$ cat src/rtl/morse_char_buffer.sv
// morse_char_buffer
//
// Purpose:
//   Turns single-cycle Morse symbol/gap events from the timing classifier
//   into 6-bit character codes, and keeps the eight most recent characters
//   in a shift-register display buffer that feeds the seven-segment scan
//   driver directly (d0 = rightmost, newest digit).
//
// Code map: digits 0-9 -> 6'h00-6'h09, letters A-Z -> 6'h0A-6'h23,
//           blank -> BLANK_CODE, undecodable pattern -> ERR_CODE.
//
// Ports:
//   clk          system clock, all state updates on the rising edge
//   reset        asynchronous active-high reset, clears all state
//   sym_valid    one-cycle pulse, one Morse symbol completed
//   sym_is_dash  qualifies sym_valid: 1 = dash, 0 = dot
//   char_end     one-cycle pulse, letter gap detected
//   word_end     one-cycle pulse, word gap detected
//   clear        one-cycle pulse, empty the buffer and pending symbols
//   backspace    one-cycle pulse, delete the newest character
//   d0..d7       display slots, d0 is newest
//   char_valid   one-cycle pulse when a character is committed
//   char_code    committed code, valid while char_valid = 1
//   sym_count    symbols pending in the current character (0-5)
//
// Configuration macro: MORSE_BACKSPACE_EN
//   Defined   : backspace removes the newest character and drops any
//               pending symbols.
//   Undefined : the backspace port exists but is ignored.

module morse_char_buffer #(
    parameter logic [5:0] BLANK_CODE = 6'h3F,
    parameter logic [5:0] ERR_CODE   = 6'h3E
) (
    input  logic       clk,
    input  logic       reset,
    input  logic       sym_valid,
    input  logic       sym_is_dash,
    input  logic       char_end,
    input  logic       word_end,
    input  logic       clear,
    input  logic       backspace,
    output logic [5:0] d0,
    output logic [5:0] d1,
    output logic [5:0] d2,
    output logic [5:0] d3,
    output logic [5:0] d4,
    output logic [5:0] d5,
    output logic [5:0] d6,
    output logic [5:0] d7,
    output logic       char_valid,
    output logic [5:0] char_code,
    output logic [2:0] sym_count
);

    typedef enum logic [1:0] {
        IDLE,
        ACCUM,
        OVERRUN
    } state_t;

    state_t     state;
    logic [4:0] pattern;
    logic [5:0] slot [8];

    logic [4:0] app_pattern;
    logic [2:0] app_count;
    logic       app_overrun;
    logic       pending;
    logic [5:0] commit_code;

`ifndef MORSE_BACKSPACE_EN
    // The name keeps lint quiet about the intentionally unused port.
    logic unused_backspace;
    assign unused_backspace = backspace;
`endif

    // Pattern is shifted in from the LSB, so for a character of length L
    // the bits pattern[L-1:0] read like the written Morse string (first
    // symbol leftmost) and the bits above L stay zero. The decode key is
    // therefore {length, pattern}. Overrun characters always decode to ERR.
    function automatic logic [5:0] decode(input logic [2:0] len,
                                          input logic [4:0] pat,
                                          input logic       ovr);
        logic [5:0] code;
        code = ERR_CODE;
        if (!ovr) begin
            case ({len, pat})
                8'b001_00000: code = 6'h0E; // E
                8'b001_00001: code = 6'h1D; // T
                8'b010_00000: code = 6'h12; // I
                8'b010_00001: code = 6'h0A; // A
                8'b010_00010: code = 6'h17; // N
                8'b010_00011: code = 6'h16; // M
                8'b011_00000: code = 6'h1C; // S
                8'b011_00001: code = 6'h1E; // U
                8'b011_00010: code = 6'h1B; // R
                8'b011_00011: code = 6'h20; // W
                8'b011_00100: code = 6'h0D; // D
                8'b011_00101: code = 6'h14; // K
                8'b011_00110: code = 6'h10; // G
                8'b011_00111: code = 6'h18; // O
                8'b100_00000: code = 6'h11; // H
                8'b100_00001: code = 6'h1F; // V
                8'b100_00010: code = 6'h0F; // F
                8'b100_00100: code = 6'h15; // L
                8'b100_00110: code = 6'h19; // P
                8'b100_00111: code = 6'h13; // J
                8'b100_01000: code = 6'h0B; // B
                8'b100_01001: code = 6'h21; // X
                8'b100_01010: code = 6'h0C; // C
                8'b100_01011: code = 6'h22; // Y
                8'b100_01100: code = 6'h23; // Z
                8'b100_01101: code = 6'h1A; // Q
                8'b101_01111: code = 6'h01;
                8'b101_00111: code = 6'h02;
                8'b101_00011: code = 6'h03;
                8'b101_00001: code = 6'h04;
                8'b101_00000: code = 6'h05;
                8'b101_10000: code = 6'h06;
                8'b101_11000: code = 6'h07;
                8'b101_11100: code = 6'h08;
                8'b101_11110: code = 6'h09;
                8'b101_11111: code = 6'h00;
                default:      code = ERR_CODE;
            endcase
        end
        return code;
    endfunction

    // Pattern as it looks once this cycle's symbol (if any) is appended.
    // A symbol arriving together with a gap is decoded in the same cycle,
    // so commit decodes this view rather than the stored pattern.
    always_comb begin
        app_pattern = pattern;
        app_count   = sym_count;
        app_overrun = (state == OVERRUN);
        if (sym_valid) begin
            if (state == OVERRUN || sym_count == 3'd5) begin
                app_overrun = 1'b1;
            end else begin
                app_pattern = {pattern[3:0], sym_is_dash};
                app_count   = sym_count + 3'd1;
            end
        end
        pending     = (state != IDLE) || sym_valid;
        commit_code = decode(app_count, app_pattern, app_overrun);
    end

    // Main sequencer. Event priority: clear, then backspace, then a gap
    // that commits or inserts a blank, then plain symbol accumulation.
    always_ff @(posedge clk or posedge reset) begin
        if (reset) begin
            state      <= IDLE;
            pattern    <= '0;
            sym_count  <= '0;
            char_valid <= 1'b0;
            char_code  <= '0;
            for (int i = 0; i < 8; i++) slot[i] <= BLANK_CODE;
        end else begin
            char_valid <= 1'b0;
            if (clear) begin
                state     <= IDLE;
                pattern   <= '0;
                sym_count <= '0;
                char_code <= '0;
                for (int i = 0; i < 8; i++) slot[i] <= BLANK_CODE;
            end
`ifdef MORSE_BACKSPACE_EN
            // Shifting an all-blank buffer right reproduces it, so no
            // special case is needed for an empty display.
            else if (backspace) begin
                state     <= IDLE;
                pattern   <= '0;
                sym_count <= '0;
                for (int i = 0; i < 7; i++) slot[i] <= slot[i+1];
                slot[7] <= BLANK_CODE;
            end
`endif
            else if ((char_end || word_end) && pending) begin
                state      <= IDLE;
                pattern    <= '0;
                sym_count  <= '0;
                char_valid <= 1'b1;
                char_code  <= commit_code;
                if (word_end) begin
                    // Character and trailing blank land in one cycle.
                    for (int i = 2; i < 8; i++) slot[i] <= slot[i-2];
                    slot[1] <= commit_code;
                    slot[0] <= BLANK_CODE;
                end else begin
                    for (int i = 1; i < 8; i++) slot[i] <= slot[i-1];
                    slot[0] <= commit_code;
                end
            end else if (word_end) begin
                // Idle word gap: one blank separator, never a run of them.
                if (slot[0] != BLANK_CODE) begin
                    for (int i = 1; i < 8; i++) slot[i] <= slot[i-1];
                    slot[0] <= BLANK_CODE;
                end
            end else if (sym_valid) begin
                pattern   <= app_pattern;
                sym_count <= app_count;
                state     <= app_overrun ? OVERRUN : ACCUM;
            end
        end
    end

    assign d0 = slot[0];
    assign d1 = slot[1];
    assign d2 = slot[2];
    assign d3 = slot[3];
    assign d4 = slot[4];
    assign d5 = slot[5];
    assign d6 = slot[6];
    assign d7 = slot[7];

endmodule

$ cat config.mk
export PLATFORM = sky130hd
export DESIGN_NAME = morse_char_buffer
export DESIGN_NICKNAME = d
export VERILOG_FILES = /design/src/rtl/morse_char_buffer.sv
export SDC_FILE = /design/constraint.sdc
export NUM_CORES = 1
export LEC_CHECK = 0
export CAP_MARGIN = 20
export CORE_UTILIZATION = 50
export CTS_BUF_LIST = sky130_fd_sc_hd__clkbuf_8
export DETAILED_ROUTE_END_ITERATION = 8
export PLACE_DENSITY = 0.71
export SLEW_MARGIN = 20
export SYNTH_ARGS = -nofsm -noshare
export SYNTH_HDL_FRONTEND = slang
export SYNTH_SLANG_ARGS = --single-unit
$ cat constraint.sdc
create_clock -name clk -period 4.8 [get_ports clk]
set_clock_uncertainty 0.1 [all_clocks]
set_input_delay 0.96 -clock clk [delete_from_list [all_inputs] [get_ports clk]]
set_output_delay 0.96 -clock clk [all_outputs]
set_load 0.01 [all_outputs]
## Yosys cells after proc, flatten, opt, wreduce, memory -nomap -nowiden

Index checks and enable logic that the tools add are counted.

| storage, ports and cells | value |
|---|---|
| input bits | 8 |
| word-level logic and storage cells | 95 |
| flip-flop bits (word level) | 65 |
| output and inout port bits | 58 |

| cells by class | value |
|---|---|
| multiplexer cells | 30 |
| reductions and logical operators | 11 |
| equality and inequality tests | 40 |
| add/sub/neg operators | 1 |

Operators with widths:

| kind | number |
|---|---|
| $mux W48 | 5 |
| $pmux W6 S36 | 1 |
| $eq A8 B8 Y1 const B | 22 |
| $eq A8 B7 Y1 const B | 12 |
| $mux W5 | 6 |
| $mux W3 | 6 |
| $mux W6 | 3 |
| $eq A8 B6 Y1 const B | 2 |
| $mux W2 | 5 |
| $reduce_bool A3 Y1 | 3 |
| $ne A6 B6 Y1 const B | 1 |
| $mux W1 | 4 |
| $reduce_and A2 Y1 | 2 |
| $reduce_bool A2 Y1 | 2 |
| $add A3 B1 Y3 const B | 1 |
| $eq A3 B3 Y1 const B | 1 |
| $logic_or A1 B1 Y1 | 3 |
| $ne A3 B1 Y1 const B | 1 |
| $eq A2 B2 Y1 const B | 1 |
| $logic_and A1 B1 Y1 | 1 |

## Longest topological paths before layout

Gate-level depths: netlist of the first run.

| depth | value |
|---|---|
| word-level depth | 10 |
| depth in mapped cells | 12 |
| gate-level depth less buffers | 10 |

## Least setup slack after synthesis of the first run

Ideal clock, no wire load.

| path | value |
|---|---|
| path type | input to register |
| from | input port sym_is_dash |
| to | register char_code[3] |
| required time | 4.601 ns |
| buffers on the path | 1 |
| setup time | 0.099 ns |
| data arrival time | 3.151 ns |
| path slack | 1.450 ns |
| cell stages on the path | 9 |
| path through | clkbuf_1 > a21boi_0 > nand3_1 > o211ai_1 > o22ai_1 > or4b_4 > nor4_4 > nor3_1 > a311oi_1 |

| on the way | value |
|---|---|
| word-level cells in the longest chain between the ends | 7 |
| elaborated cells between the ends (all ways) | 42 |
| classes of those cells | eq/ne (36); mux (6) |

Ends and longest elaborated chain:

| what | RTL line | RTL |
|---|---|---|
| from (decl) | 38 | `input logic sym_is_dash,` |
| $mux W5 (*) | 139 | `if (state == OVERRUN \|\| sym_count == 3'd5) begin` |
| $mux W5 (*) | 138 | `if (sym_valid) begin` |
| $eq A8 B8 Y1, or another cell as far along | 88 | `case ({len, pat})` |
| $pmux W6 S36 (*) | 88 |  |
| $mux W6 (*) | 87 | `if (!ovr) begin` |
| $mux W6 (*) | 180 | `else if ((char_end \|\| word_end) && pending) begin` |
| $mux W6 (*) | 162 | `if (clear) begin` |
| to (signal assigned) | 185 | `char_code <= commit_code;` |
| to (decl) | 52 | `output logic [5:0] char_code,` |

Mark *: on every way between the ends. The rest lies on a longest branch, timed or not. The select of a mux whose other input is x is not followed.
A chain may end at the register's enable or synchronous reset.

## Final worst setup path of the first run

| path | value |
|---|---|
| from | register sym_count[1] |
| to | register slot (netlist bit d1[4]) |

| on the way | value |
|---|---|
| word-level cells in the longest chain between the ends | 10 |
| elaborated cells between the ends (all ways) | 50 |
| classes of those cells | add/sub (1); eq/ne (37); mux (11); reduce/logical (1) |

Ends and longest elaborated chain:

| what | RTL line | RTL |
|---|---|---|
| from (decl) | 53 | `output logic [2:0] sym_count` |
| from (signal assigned) | 203 | `sym_count <= app_count;` |
| parallel branches: the longest is 6 deep, another holds $add A3 B1 Y3 | - |  |
| $mux W6 (*) | 87 |  |
| $mux W48 (*) | 186 | `if (word_end) begin` |
| $mux W48 (*) | 180 |  |
| $mux W48 (*) | 162 |  |
| to (decl) | 64 | `logic [5:0] slot [8];` |

Every way passes the cells marked *.

==> flow_summary.toml, run 1 <==
[status]
outcome = "finished, violations left"
failed_checks = "design-rule violations"

[finish]
finalInstanceArea_um2 = 5480
synthToLayoutAreaGrowth_pct = 19.5
fill_cells = 773
fin_cells = 710
finalCoreUtilization = 0.622
layout_commonest_cell = "sky130_fd_sc_hd__nand2_1"
area.sequential_um2 = 1690
multiInputGateArea_um2 = 2630
most-common-layout-cells = "sky130_fd_sc_hd__nand2_1 (98), sky130_fd_sc_hd__clkdlybuf4s50_1 (63), sky130_fd_sc_hd__dfstp_2 (48), sky130_fd_sc_hd__nand3_1 (46), sky130_fd_sc_hd__nor2_1 (38)"
antenna-diode-count = 0
share_of_post_route_cells_with_drive_strength_above_1 = 0.163
finish.net_count = 607

[cts]
number_of_clock_sinks = 65
cts_max_path_buffers = 2
insertion_delay_ns = 0.34
cts_root_buf = "sky130_fd_sc_hd__clkbuf_8"
post_cts.repair.setup_buffers = 0
cts_tree = "done"
hold_buffers = 0
cts-htree-levels = 3
tritoncts.num_buffers = 9
clk_pin_slew_ns = 0.08
cts_resizes = 0

[placed_design]
place_ws_ns = 0.514
io_buffers = 64
globalplace.congestion = 0.942
hpwl_um = 9370
placed_area_um2 = 5250
inst_count_dp = 694

[power_and_ir_drop]
seq_power_share = 0.429
ir_drop_mv = 0.181
p_total_mw = 1.55
sw_frac_of_total = 0.293
power.clock.fraction = 0.347
power_density_nw_per_um2 = 282
intPower_mw = 1.09
leakage_nw = 2.17
netSwitchingPower_uw = 453
combinationalPowerShare = 0.223

[sta]
final.min_clock_period_ns = 4.03
worst-slew-pin-transition_ns = 1.02
final.setup.worst_slack_ns = 0.768
hold_slack_ns = 0.430
final_min_period_over_clock_period = 0.840
fmax_ghz = 0.248
grt_setup_unrepaired = "false"
maxSlewHeadroom = 0.308
setup-tns-final_ns = 0
setup_viol = 0
report.final.hold_viol_count = 0
drv_slew = 0

[floorplan]
io-pin-count = 66
fp.dieW_um = 97.7
initial_utilization = 0.520
fp.coreArea_um2 = 8810
core.rowCount = 34
die_height_um = 97.7
dieArea_um2 = 9550

[global_route]
grt_first_pass_wirelength_um = 21800
grt_overflow_total = 0
grt_pass1_vias = 4143
grt_util_all_layers = 0.286
antenna_violations_before_repair = 0
grt_max_degree = 76

[logic_synthesis]
postSynthAreaPerCell_um2 = 8.24
seq_cells_post_synth = 65
syn-instance-count = 556
synth.cell_area_um2 = 4580
post-synth-top-area-cell = "sky130_fd_sc_hd__dfstp_2"
biggest_area_contributors_in_the_synthesized_netlist = "sky130_fd_sc_hd__dfstp_2 (28%), sky130_fd_sc_hd__dfrtp_1 (9.3%), sky130_fd_sc_hd__nand2_1 (8.1%), sky130_fd_sc_hd__o22a_1 (7.1%), sky130_fd_sc_hd__nand3_1 (5.0%)"
synth_enable_flop_cells = 0
synth.top_cell.area_share = 0.275
seq_area_frac_synth = 0.368
netlist-cell-type-count = 75
synthesis.nets = 566
ys.warnings.count = 0
ys_async_sr_fraction = 1.00
synth-main-ff-cell = "sky130_fd_sc_hd__dfstp_2"

[route]
wl_per_cell_um = 19.1
detail-route-antenna-nets = 0
dr.first_iter.drc_count = 446
detail_route.drc_violations = 16
routed_via_density = 6.56
route.final.wire_length_um = 13500
num_vias = 4658
drt_pass1_iterations = 7

[critical_path]
critical_path_cell_with_the_highest_stage_delay = "sky130_fd_sc_hd__or4b_4"
critical_path.startpoint_type = "flop"
worstPathCellList = "inv_1 -> ha_1 -> and2_1 -> nor3_4 -> o2bb2ai_1 -> a21o_1 -> or4b_4 -> nor4_4 -> nor3_2 -> a221oi_2"
cp-end-kind = "flop"
critPathMaxStageDelay_ns = 0.55
worst-setup-path-type = "flop to flop"
crit_path_max_fanout = 13
cpLargestDelayFamily = "simple AND/OR/NAND/NOR gates"
critical_path_buf_inv_count = 1
data_required_time_at_the_worst_endpoint_ns = 4.94
worstPathArrival_ns = 4.18

[job]
timing.max_cap.violations = 0

[min_path]
timing.hold.worst.class = "flop to flop"
==> cell usage after synthesis, types with 6 or more instances <==
cell type	n
sky130_fd_sc_hd__dfstp_2	48
sky130_fd_sc_hd__nand2_1	99
sky130_fd_sc_hd__nand2b_1	10
sky130_fd_sc_hd__nand4_1	7
sky130_fd_sc_hd__o21ai_0	19
sky130_fd_sc_hd__a31oi_1	6
sky130_fd_sc_hd__inv_1	9
sky130_fd_sc_hd__buf_2	10
sky130_fd_sc_hd__o22a_1	37
sky130_fd_sc_hd__clkbuf_1	23
sky130_fd_sc_hd__buf_1	8
sky130_fd_sc_hd__a211oi_1	6
sky130_fd_sc_hd__nand3_1	46
sky130_fd_sc_hd__nor3_1	12
sky130_fd_sc_hd__nor2b_1	7
sky130_fd_sc_hd__nor2_1	39
sky130_fd_sc_hd__a21oi_1	22
sky130_fd_sc_hd__o31ai_1	6
sky130_fd_sc_hd__dfrtp_1	17
sky130_fd_sc_hd__nor4_1	9
==> cell families (layout without fill, tap and decap cells) <==
| family | count (synthesis) | after routing | share of synthesized area |
|---|---|---|---|
| fa+ha+maj | 2 | 2 | 0.00546 |
| mux | 4 | 4 | 0.0117 |
| flops | 65 | 65 | 0.368 |
| compound gates | 158 | 158 | 0.260 |
| xor+xnor | 6 | 6 | 0.0115 |
| buf+inv | 59 | 105 | 0.0584 |
| simple gates | 262 | 262 | 0.285 |
==> registers in the layout, summed over array words and instances, names as in the netlist <==
register    count
d4              6
char_code       6
d3              6
char_valid      1
d1              6
d2              6
d5              6
sym_count       3
d7              6
d0              6
state           2
pattern         5
d6              6
==> area by class of cell <==
class | instances | share of cell area
clock inverters | 6 | 0.0164
repair buffers | 78 | 0.138
multi-input cells | 432 | 0.481
flip-flops and latches | 65 | 0.308
well taps | 108 | 0.0247
clock buffers | 10 | 0.0251
inverters | 11 | 0.00754
==> power groups by stage <==
| stage | Combinational, mW | Sequential (mW) | Clock, mW |
|---|---|---|---|
| 3_5_place_dp | 0.345 | 0.673 | 0 |
| 6_report | 0.345 | 0.664 | 0.537 |
| 5_1_grt | 0.378 | 0.672 | 0.572 |
| 2_1_floorplan | 0.187 | 0.684 | 0 |
| 3_3_place_gp | 0.340 | 0.671 | 0 |
| 4_1_cts | 0.346 | 0.664 | 0.549 |
==> tightest hold or removal path, stage by stage, from the launching register on <==
cell                      delay [ns]
sky130_fd_sc_hd__dfstp_2        0.39
sky130_fd_sc_hd__nor2_1         0.10
sky130_fd_sc_hd__a31oi_1        0.05
==> path summary, 6_finish.rpt <==
path / start / endpoint / slack (ns) / cells after the start
max in group asynchronous: reset / d0[3]$_DFFE_PP1P_ / 2.78 / 3
min in group asynchronous: reset / sym_count[0]$_DFFE_PP0P_ / 0.90 / 2
setup reg to reg: sym_count[1]$_DFFE_PP0P_ / d1[4]$_DFFE_PP1P_ / 0.77 / 10
hold / removal: d1[0]$_DFFE_PP1P_ / d1[0]$_DFFE_PP1P_ / 0.43 / 2
setup / recovery: sym_count[1]$_DFFE_PP0P_ / d1[4]$_DFFE_PP1P_ / 0.77 / 10
hold reg to reg: d1[0]$_DFFE_PP1P_ / d1[0]$_DFFE_PP1P_ / 0.43 / 2
==> routing by layer <==
layer,track usage,part of all wire
met1,0.409,0.44
met5,0,0
met3,0.0465,0.076
met4,0.108,0.026
met2,0.436,0.46
(Power assumes the default switching activity.)
==> run 2: changes to the inputs <==
Settings changed: PLACE_DENSITY 0.71 to 0.74.
Clock period 4.8 ns to 3.7 ns, I/O delays scaled along.
==> run 2 against run 1 <==
  * The run still ends with design-rule violations left
  * Core utilization up 4.7 points
  * Hold slack worse by 0.0011 ns
  * Cell count up 8.5%
  * Sequential power up 30%
  * Combinational power up 43%
  * Cell area up 7.6%
  * Routed wire length up 10%
  * Setup slack worse by 0.53 ns
  * Non-clock buffer count up 60
  * Clock power down 4%
==> flow_summary.toml, run 2 (synthesized netlist as in run 1, its figures left out) <==
[status]
outcome = "finished, violations left"
failed_checks = "design-rule violations"

[critical_path]
worst-r2r-setup-slack_ns = 0.25
critical_path.startpoint_type = "input pin"
worst-setup-path-type = "input pin to flop"
crit-reg2reg-launch = "sym_count[0]$_DFFE_PP0P_"
worst-r2r-cell-count = 10
cp-end-kind = "flop"
crit-reg2reg-capture = "char_code[4]$_DFFE_PP0P_"
crit_end = "char_code[4]$_DFFE_PP0P_"
crit_path_max_fanout = 10
data_required_time_at_the_worst_endpoint_ns = 3.83
worst_setup_path_startpoint = "sym_valid"
worstPathArrival_ns = 3.59

[finish]
share_of_post_route_cells_with_drive_strength_above_1 = 0.236
finalInstanceArea_um2 = 5890
layout_commonest_cell = "sky130_fd_sc_hd__nand2_1"
antenna-diode-count = 0
finish.net_count = 667
fill_cells = 739
most-common-layout-cells = "sky130_fd_sc_hd__nand2_1 (98), sky130_fd_sc_hd__buf_4 (71), sky130_fd_sc_hd__clkdlybuf4s50_1 (63), sky130_fd_sc_hd__dfstp_2 (48), sky130_fd_sc_hd__nand3_1 (46)"
fin_cells = 770
synthToLayoutAreaGrowth_pct = 28.6
finalCoreUtilization = 0.669

[power_and_ir_drop]
power_density_nw_per_um2 = 318
leakage_nw = 2.45
ir_drop_mv = 0.155

[global_route]
antenna_violations_before_repair = 0
grt_pass1_vias = 4762
grt_max_degree = 54
grt_util_all_layers = 0.324
grt_first_pass_wirelength_um = 24600
grt_overflow_total = 0

[route]
drt_pass1_iterations = 7
num_vias = 4914
detail_route.drc_violations = 12
dr.first_iter.drc_count = 408
routed_via_density = 6.38
detail-route-antenna-nets = 0
route.final.wire_length_um = 14900
wl_per_cell_um = 19.3

[floorplan]
die_height_um = 97.7
initial_utilization = 0.520
dieArea_um2 = 9550
fp.dieW_um = 97.7
io-pin-count = 66
core.rowCount = 34
fp.coreArea_um2 = 8810

[cts]
cts_tree = "done"
cts-htree-levels = 3
post_cts.repair.setup_buffers = 0
clk_pin_slew_ns = 0.07
tritoncts.num_buffers = 9
number_of_clock_sinks = 65
hold_buffers = 0
cts_max_path_buffers = 2
cts_resizes = 0
cts_root_buf = "sky130_fd_sc_hd__clkbuf_8"
insertion_delay_ns = 0.34

[min_path]
timing.hold.worst.class = "flop to flop"

[placed_design]
hpwl_um = 10900
globalplace.congestion = 0.982
io_buffers = 64
place_ws_ns = -0.0179
placed_area_um2 = 5730
inst_count_dp = 754

[sta]
final_min_period_over_clock_period = 0.936
setup_viol = 0
report.final.hold_viol_count = 0
grt_setup_unrepaired = "false"
maxSlewHeadroom = 0.436
final.setup.worst_slack_ns = 0.237
drv_slew = 0
worst-slew-pin-transition_ns = 0.834
fmax_ghz = 0.289
final.min_clock_period_ns = 3.46

[job]
timing.max_cap.violations = 0
==> run 2: layout make-up <==
class                   count  area [um^2]  area share
clock buffers              10          138      0.0234
clock inverters             6         28.8     0.00488
inverters                  11         41.3     0.00701
multi-input cells         432         2630       0.447
flip-flops and latches     65         1690       0.286
well taps                 108          135      0.0229
repair buffers            138         1230       0.209
==> run 2: worst max-delay path, stage by stage <==
cell	delay (ns)
sky130_fd_sc_hd__clkdlybuf4s50_1	0.51
sky130_fd_sc_hd__buf_4	0.21
sky130_fd_sc_hd__nor2b_1	0.19
sky130_fd_sc_hd__a21oi_1	0.12
sky130_fd_sc_hd__a32oi_1	0.38
sky130_fd_sc_hd__o22ai_1	0.16
sky130_fd_sc_hd__or4b_4	0.52
sky130_fd_sc_hd__nor4_4	0.20
sky130_fd_sc_hd__buf_4	0.18
sky130_fd_sc_hd__nor3_2	0.08
sky130_fd_sc_hd__a311oi_1	0.30
==> run 2: routing by layer <==
metal,global-route usage,vias up,part of all wire
li1,-,2262,-
met1,0.400,2362,0.41
met2,0.561,246,0.49
met3,0.0422,44,0.060
met4,0.155,0,0.042
met5,0,-,0
==> run 2: report_power, final <==
group / switching, mW / leakage (nW) / internal [mW] / total (mW)
Clock: 0.266 / 0.0958 / 0.252 / 0.518
Combinational: 0.251 / 1.62 / 0.241 / 0.492
Sequential: 0.0587 / 0.737 / 0.806 / 0.865
Total: 0.576 / 2.45 / 1.30 / 1.88
==> run 2: metrics by stage <==
stage | setup TNS [ns] | power (mW) | hold WS [ns]
finish | 0 | 1.88 | 0.429
global route | 0 | 1.96 | 0.461
CTS | 0 | 1.88 | 0.429
detailed placement | -0.0418 | 1.36 | 0.419
global placement | 0 | 1.35 | 0.422
floorplan | 0 | 1.13 | 0.397
==> run 2: how the worst min path moves through the flow <==
| stage | startpoint | to | slack (ns) | depth (start not counted) |
|---|---|---|---|---|
| 6_report | d1[0]$_DFFE_PP1P_ | d1[0]$_DFFE_PP1P_ | 0.43 | 2 |
| 5_1_grt | d0[4]$_DFFE_PP1P_ | d0[4]$_DFFE_PP1P_ | 0.46 | 2 |
| 4_1_cts | d1[0]$_DFFE_PP1P_ | d1[0]$_DFFE_PP1P_ | 0.43 | 2 |
| 3_5_place_dp | d1[0]$_DFFE_PP1P_ | d1[0]$_DFFE_PP1P_ | 0.42 | 2 |
| 3_3_place_gp | d1[0]$_DFFE_PP1P_ | d1[0]$_DFFE_PP1P_ | 0.42 | 2 |
| 2_1_floorplan | state[0]$_DFFE_PP0P_ | state[0]$_DFFE_PP0P_ | 0.40 | 2 |
==> patch (settings of run 1) <==
Make the reset (`reset`) synchronous in one clocked block. Comments in the files are not updated.
--- a/src/rtl/morse_char_buffer.sv
+++ b/src/rtl/morse_char_buffer.sv
@@ -150,5 +150,5 @@
     // Main sequencer. Event priority: clear, then backspace, then a gap
     // that commits or inserts a blank, then plain symbol accumulation.
-    always_ff @(posedge clk or posedge reset) begin
+    always_ff @(posedge clk) begin
         if (reset) begin
             state      <= IDLE;
Function: differs if reset is asserted again (counterexample within 4 cycles, from zero or initial values and one cycle with reset high); with reset held inactive, the same outputs for 4 cycles.
==> patch against run 1 <==
Utilization is 3.0 points higher. Sequential cell count did not move. Final area down 12%. Area after synthesis fell by 16%. Routed wire length decreased by 26%. Non-clock buffer count fell by 1. Setup slack improved by 0.049 ns. Critical path type is now in2reg. First-iteration DRC count decreased by 41%.
Power is not compared: it rests on default switching activity, and its combinational part moved more than twofold at a synthesized area within 25%.
==> patch: results <==
group,metric,value,unit
status,outcome,"finished, final reports clean",
final_layout,drive_above_1_share,0.102,
timing,tightest_slew,0.872,ns
clock_network,cts_resized,0,
grt,grt_pass1_vias,3233,
logic_synthesis,ys_types,74,
final_layout,fill_cells,621,
power,pwr-share-comb,0.081,
place,dpl-instance-area,4560,um2
logic_synthesis,synthTopCellsByArea,"edfxtp_1 (37%), dfxtp_1 (8.8%), o22a_1 (8.2%), nor2_1 (3.8%), nor3_1 (2.7%)",
power,switching_share,0.226,
final_layout,nets,456,
final_layout,area_growth,24.2,%
final_layout,nonClkBufAreaFrac,0.154,
final_layout,multi_input_gates,287,
grt,grt_max_degree,44,
logic_synthesis,syn_nets,401,
final_layout,n_sequential_cell,65,
clock_network,cts_buffers,9,
route,firstDrtPassIters,5,
clock_network,htreeDepth,3,
clock_network,root_buffer,"clkbuf_8",
critical_path,crit_fanout,9,
place,gp_congestion,1.03,
logic_synthesis,yosys-top-cells-count,"edfxtp_1 (48), nor2_1 (39), o22a_1 (36)",
power,clk-power,0.563,mW
critical_path,crit_slowest_cell,"clkdlybuf4s50_1",
clock_network,clock_latency,0.33,ns
final_layout,antenna_cells,0,
logic_synthesis,ys_warn_count,0,
final_layout,multi_input_area,1900,um2
grt,grt_usage,0.256,
worst_hold_path,hp-class,"reg2reg",
place,hpwl,7.24,mm
final_layout,clock_area_frac,0.0505,
place,port_buffers,64,
critical_path,crit_family,"simple AND/OR/NAND/NOR gates",
logic_synthesis,ys_seq_area_frac,0.461,
final_layout,postLayoutCellArea,4810,um2
clock_network,path_clk_slew,0.08,ns
critical_path,cp.arrival,3.93,ns
clock_network,clock_path_buffers,2,
final_layout,nNonClkInverters,6,
clock_network,postCtsSetupRepairBufs,0,
final_layout,buffers,77,
route,vias_per_cell,6.37,
logic_synthesis,async_flop_share,0,
critical_path,max_stage_delay,0.68,ns
route,drt-initial-drc-count,265,
grt,grt_first_pass_wirelength,16.7,mm
final_layout,seq_area,1780,um2
final_layout,top_regs,"slot (48), char_code (6), pattern (5)",
logic_synthesis,synth_edf_count,48,
route,routed_wl,10.0,mm
power,ir_drop,179,uV
patch: cell count changes after synthesis, moves of 17 or more:
cell	delta
dfstp_2	-48
edfxtp_1	+48
nand2_1	-80
dfrtp_1	-17
nand3_1	-30
dfxtp_1	+17
patch: routing by layer:
layer  global-route usage  part of all wire  routed length, um  up-vias
met4               0.0726             0.019                187        0
met3               0.0457             0.062                626       20
met5                    0                 0                  0        -
met2                0.404              0.47               4700      160
met1                0.363              0.45               4530     1663
li1                     -                 -                  -     1658
patch: cell families (layout without fill, tap and decap cells):
kind of cell               Yosys count  in the layout  synth area share
DFF                                 65             65             0.461
muxes                                3              3           0.00809
buffers and inverters               39             99            0.0492
xor gates and xnor gates             2              2           0.00453
and+or+nand+nor                    155            155             0.224
adders and majority gates            2              2           0.00647
AOI/OAI and AO/OA                  125            125             0.247
patch: worst register-to-register path, delay by kind of cell (launching register included):
| kind | cells | cell delay (ns) |
|---|---|---|
| adder cells (fa/ha/maj) | 1 | 0.27 |
| AND/OR/NAND/NOR | 6 | 1.71 |
| buffers and inverters | 2 | 0.44 |
| flip-flops | 1 | 0.75 |
| AO/OA/AOI/OAI | 2 | 0.57 |
patch: stage by stage:
stage                     setup WS [ns]  hold slack, ns  std cells
final                             0.817           0.460        550
after global routing              0.354           0.492        550
after CTS                         0.888           0.456        550
after global placement            0.585           0.436        534
after floorplan                    1.30           0.390        391
after detailed placement          0.538           0.437        534
patch: final timing paths:
check	start	end	slack (ns)	cells after the start
worst max register to register	sym_count[0]	char_code[5]	0.90	11
worst min register to register	char_code[2]	char_code[2]	0.46	2
worst min-delay path	char_code[2]	char_code[2]	0.46	2
worst max-delay path	sym_valid	slot[0][5]	0.82	10
